### src/rtl/rr_arb4_pkg.sv
// Shared constants and FSM state type for the rr_arb4 round-robin arbiter.
package rr_arb4_pkg;

    localparam int unsigned NUM_REQ = 4;
    localparam int unsigned IDX_W   = 2;

    typedef enum logic {
        ST_IDLE  = 1'b0,
        ST_GRANT = 1'b1
    } state_e;

endpackage

### src/rtl/rr_arb4_dec2to4.sv
// 2-to-4 one-hot decoder turning the registered grant index into a grant vector.
module dec2to4
    import rr_arb4_pkg::*;
(
    input  logic [IDX_W-1:0]   iIdx,
    output logic [NUM_REQ-1:0] oDec
);

    always_comb begin
        oDec       = '0;
        oDec[iIdx] = 1'b1;
    end

endmodule

### src/rtl/rr_arb4.sv
// Four-requester round-robin arbiter; grant is held until the owner drops its request.
// Optional forced release after HOLD_MAX grant cycles when ARB_TIMEOUT_EN is defined.
module rr_arb4
    import rr_arb4_pkg::*;
#(
    parameter int unsigned HOLD_MAX = 16,
    parameter int unsigned CNT_W    = 8
) (
    input  logic               iClk,
    input  logic               iRst_n,
    input  logic [NUM_REQ-1:0] iReq,
    output logic [NUM_REQ-1:0] oGnt,
    output logic [IDX_W-1:0]   oGntIdx,
    output logic               oValid,
    output logic               oTimeout
);

    if (HOLD_MAX == 0 || HOLD_MAX > 255 || (2 ** CNT_W) <= HOLD_MAX) begin : g_bad_cfg
        $error("rr_arb4: HOLD_MAX must be 1..255 and below 2**CNT_W");
    end

    state_e             state_q, state_d;
    logic [IDX_W-1:0]   ptr_q, ptr_d;
    logic [IDX_W-1:0]   idx_q, idx_d;
    logic               valid_q, valid_d;
    logic [IDX_W-1:0]   win;
    logic [IDX_W-1:0]   cand;
    logic               found;
    logic [NUM_REQ-1:0] dec;

`ifdef ARB_TIMEOUT_EN
    logic [CNT_W-1:0]   cnt_q, cnt_d;
    logic               timeout_q, timeout_d;
`endif

    // First requester at or after ptr, wrapping modulo NUM_REQ.
    always_comb begin
        found = 1'b0;
        win   = ptr_q;
        cand  = '0;
        for (int unsigned i = 0; i < NUM_REQ; i++) begin
            cand = ptr_q + IDX_W'(i);
            if (!found && iReq[cand]) begin
                found = 1'b1;
                win   = cand;
            end
        end
    end

    always_comb begin
        state_d = state_q;
        ptr_d   = ptr_q;
        idx_d   = idx_q;
        valid_d = valid_q;
`ifdef ARB_TIMEOUT_EN
        cnt_d     = cnt_q;
        timeout_d = 1'b0;
`endif
        unique case (state_q)
            ST_IDLE: begin
                if (found) begin
                    state_d = ST_GRANT;
                    idx_d   = win;
                    valid_d = 1'b1;
                    ptr_d   = win + IDX_W'(1);
`ifdef ARB_TIMEOUT_EN
                    cnt_d   = '0;
`endif
                end
            end
            ST_GRANT: begin
                if (!iReq[idx_q]) begin
                    state_d = ST_IDLE;
                    valid_d = 1'b0;
                end
`ifdef ARB_TIMEOUT_EN
                else if (cnt_q == CNT_W'(HOLD_MAX - 1)) begin
                    state_d   = ST_IDLE;
                    valid_d   = 1'b0;
                    timeout_d = 1'b1;
                end else begin
                    cnt_d = cnt_q + CNT_W'(1);
                end
`endif
            end
            default: state_d = ST_IDLE;
        endcase
    end

    always_ff @(posedge iClk or negedge iRst_n) begin
        if (!iRst_n) begin
            state_q <= ST_IDLE;
            ptr_q   <= '0;
            idx_q   <= '0;
            valid_q <= 1'b0;
`ifdef ARB_TIMEOUT_EN
            cnt_q     <= '0;
            timeout_q <= 1'b0;
`endif
        end else begin
            state_q <= state_d;
            ptr_q   <= ptr_d;
            idx_q   <= idx_d;
            valid_q <= valid_d;
`ifdef ARB_TIMEOUT_EN
            cnt_q     <= cnt_d;
            timeout_q <= timeout_d;
`endif
        end
    end

    dec2to4 u_dec (
        .iIdx (idx_q),
        .oDec (dec)
    );

    assign oGnt    = dec & {NUM_REQ{valid_q}};
    assign oGntIdx = idx_q;
    assign oValid  = valid_q;

`ifdef ARB_TIMEOUT_EN
    assign oTimeout = timeout_q;
`else
    assign oTimeout = 1'b0;
`endif

endmodule
### config.mk
export PLATFORM = sky130hd
export DESIGN_NAME = rr_arb4
export DESIGN_NICKNAME = d
export VERILOG_FILES = /design/src/rtl/rr_arb4_pkg.sv /design/src/rtl/rr_arb4_dec2to4.sv /design/src/rtl/rr_arb4.sv
export SDC_FILE = /design/constraint.sdc
export NUM_CORES = 1
export LEC_CHECK = 0
export CAP_MARGIN = 10
export CORE_AREA = 8 8 45 47
export DETAILED_ROUTE_END_ITERATION = 16
export DIE_AREA = 0 0 53 55
export PLACE_DENSITY = 0.69
export RECOVER_POWER = 25
export SLEW_MARGIN = 20
export SYNTH_ARGS = -nofsm -noshare
export SYNTH_HDL_FRONTEND = slang
export SYNTH_SLANG_ARGS = --single-unit
### constraint.sdc
create_clock -name iClk -period 2 [get_ports iClk]
set_clock_uncertainty 0.2 [all_clocks]
set_input_delay 0.6 -clock iClk [delete_from_list [all_inputs] [get_ports iClk]]
set_output_delay 0.6 -clock iClk [all_outputs]
set_load 0.01 [all_outputs]
==> qor.yml <==
numCtsBuffers: 3
antenna_found_initial: 0
totalWireLength_microns: 1290
rows: 14
fillCellCount: 123
maxCapViolCount: 0
syn_nets: 50
cp_max_fo: 3
p_int_w: 0.000627
fp.dieH_microns: 55
switching_share: 0.382
crit_arrival_ns: 1.14
cts_buffer_depth: 2
clkTransAtPathRegs_ns: 0.05
synth_commonest_cells: "dfrtp_1 (6), a21oi_1 (4), nor2_1 (4)"
start_util: 0.317
power_density_nw_per_um2: 1380
synthFlopType: "dfrtp_1"
setup_viol: 0
worstSetupEndpointType: "primary output"
io_pins: 14
p_leak_nw: 0.348
status: "completed"
period_minus_slack_ns: 1.94
drc: 0
synth_top_area_cell: "dfrtp_1"
first_pass_iters: 3
finalInstanceArea_sq_um: 736
max-vdd-ir-drop_mv: 0.402
synth_most_common_cell: "dfrtp_1"
drt.antenna.violating_nets: 0
synth_edf_count: 0
diodes: 0
drive_above_1_share: 0.506
dpl.hpwl_microns: 969
utilization: 0.532
nets: 85
finalPower_w: 0.00101
ys_ff_latch: 6
cpPeakStageDelay_ns: 0.40
max_freq_ghz: 0.517
drv_slew: 0
ys_warn_count: 0
synth_top_area_frac: 0.342
clock-sinks: 6
track_usage: 0.0966
worstPathRequired_ns: 1.20
routedWlPerCell_microns: 13.9
worstSetupStartpointType: "flip-flop"
grt_pass1_vias: 469
synthTopCellsByArea: "dfrtp_1 (34%), a2111oi_4 (6.3%), mux4_1 (6.0%)"
yosysSeqAreaShare: 0.342
drt-initial-drc-count: 9
postPlaceCellArea_sq_um: 677
htree_num_levels: 1
slowest_stage: "dfrtp_1"
vias: 470
min_period_over_period: 0.968
combPwrFrac: 0.627
path_class: "flip-flop to primary output"
port_buffers: 12
grt_pass1_wl_microns: 2100
grt_max_degree: 8
cts-root-buf: "clkbuf_4"
clkPwrFrac: 0.108
synth-async-reset-ratio: 1.00
dieArea_sq_um: 2920
yosysUniqueCellTypes: 25
coreArea_sq_um: 1380
hold_viol: 0
pwr-share-seq: 0.265
worstHoldPathType: "flip-flop to flip-flop"
cts_tree: "yes"
worstPathCellList: "buf_4 -> nor2_1 -> dlygate4sd2_1"
syn2layout_area_growth_pct: 67.5
via_per_inst: 5.05
fp.dieW_microns: 53
syn_area_sq_um: 439
gp_congestion: 0.760
syn_inst: 44
switchingPower_w: 0.000387
clkLatencyLatePin_ns: 0.24
rsz0062_at_grt: "false"
synth.avg_cell_area_sq_um: 9.98
overflow: 0
flip-flops by register name (all words and copies together), names as in the netlist:
register	count
oValid	1
ptr_q	2
state_q	1
oGntIdx	2
path summary, 6_finish.rpt:
| check | startpoint | slack (ns) | cells after the start | end |
|---|---|---|---|---|
| worst max-delay path | oGntIdx[0] | 0.06 | 3 | oGnt[2] |
| worst min-delay path | state_q | 0.38 | 1 | oValid |
| worst max register to register | ptr_q[1] | 0.09 | 4 | ptr_q[1] |
| worst min register to register | state_q | 0.38 | 1 | oValid |
| max in group asynchronous | iRst_n | 0.88 | 1 | ptr_q[1] |
| min in group asynchronous | iRst_n | 0.47 | 1 | oGntIdx[1] |
final cells by class:
| class | count | area [sq um] | area share |
|---|---|---|---|
| multi-input combinational | 37 | 312 | 0.423 |
| sequential | 6 | 151 | 0.206 |
| tap | 16 | 20.0 | 0.0272 |
| timing repair buffer | 31 | 230 | 0.313 |
| clock buffer | 3 | 22.5 | 0.0306 |
cells in the final DEF (no fill, tap or decap), types with 2 or more instances in the layout:
cell type and instances:
buf_4 18, o21ai_0 2, clkbuf_2 2, nor2_1 3
a21oi_1 3, clkbuf_4 3, nor2b_1 3, buf_2 4
dfrtp_1 5, and3b_1 2, nand2b_1 3, dlygate4sd2_1 5
nand2_1 2
logic make-up after synthesis:
| group | synth area share |
|---|---|
| simple gates | 0.285 |
| compound gates | 0.262 |
| flops | 0.342 |
| mux | 0.0855 |
| buf+inv | 0.0171 |
| other cells | 0.00854 |
routing by layer:
layer,vias up,share of wire,global-route usage
met5,-,0,0
met4,0,0,0.0259
met3,0,0.076,0.0374
met2,17,0.53,0.191
met1,221,0.39,0.0892
li1,232,-,-
stage by stage:
stage	instances	hold WS [ns]	setup TNS, ns	setup slack [ns]
global placement	85	0.332	-2.21	-0.563
global route	93	0.390	0	0.00298
floorplan	44	0.104	0	0.00530
CTS	93	0.373	-0.0516	-0.0516
finish	93	0.380	0	0.0640
detailed placement	85	0.346	-2.50	-0.593
timing repair:
item                                   CTS  global route
gates resized for setup                 31             4
cloned                                   0             0
pin swaps                                4             1
hold buffers                             0             0
endpoints found under the hold margin    0             0
setup endpoints to repair               13             3
setup buffers                            5             0
power by group through the flow:
| stage | logic (W) | registers (W) | clock network, W |
|---|---|---|---|
| 3_5_place_dp | 0.000584 | 0.000277 | 0 |
| 5_1_grt | 0.000685 | 0.000276 | 0.000127 |
| 2_1_floorplan | 0.000271 | 0.000273 | 0 |
| 3_3_place_gp | 0.000574 | 0.000276 | 0 |
| 6_report | 0.000635 | 0.000269 | 0.000109 |
| 4_1_cts | 0.000634 | 0.000261 | 0.000113 |
critical path: cells and delay by family, from the launching register on:
kind | cells | cell delay, ns
buf+inv | 2 | 0.42
flops | 1 | 0.40
simple gates | 1 | 0.08
(Power assumes the default switching activity.)
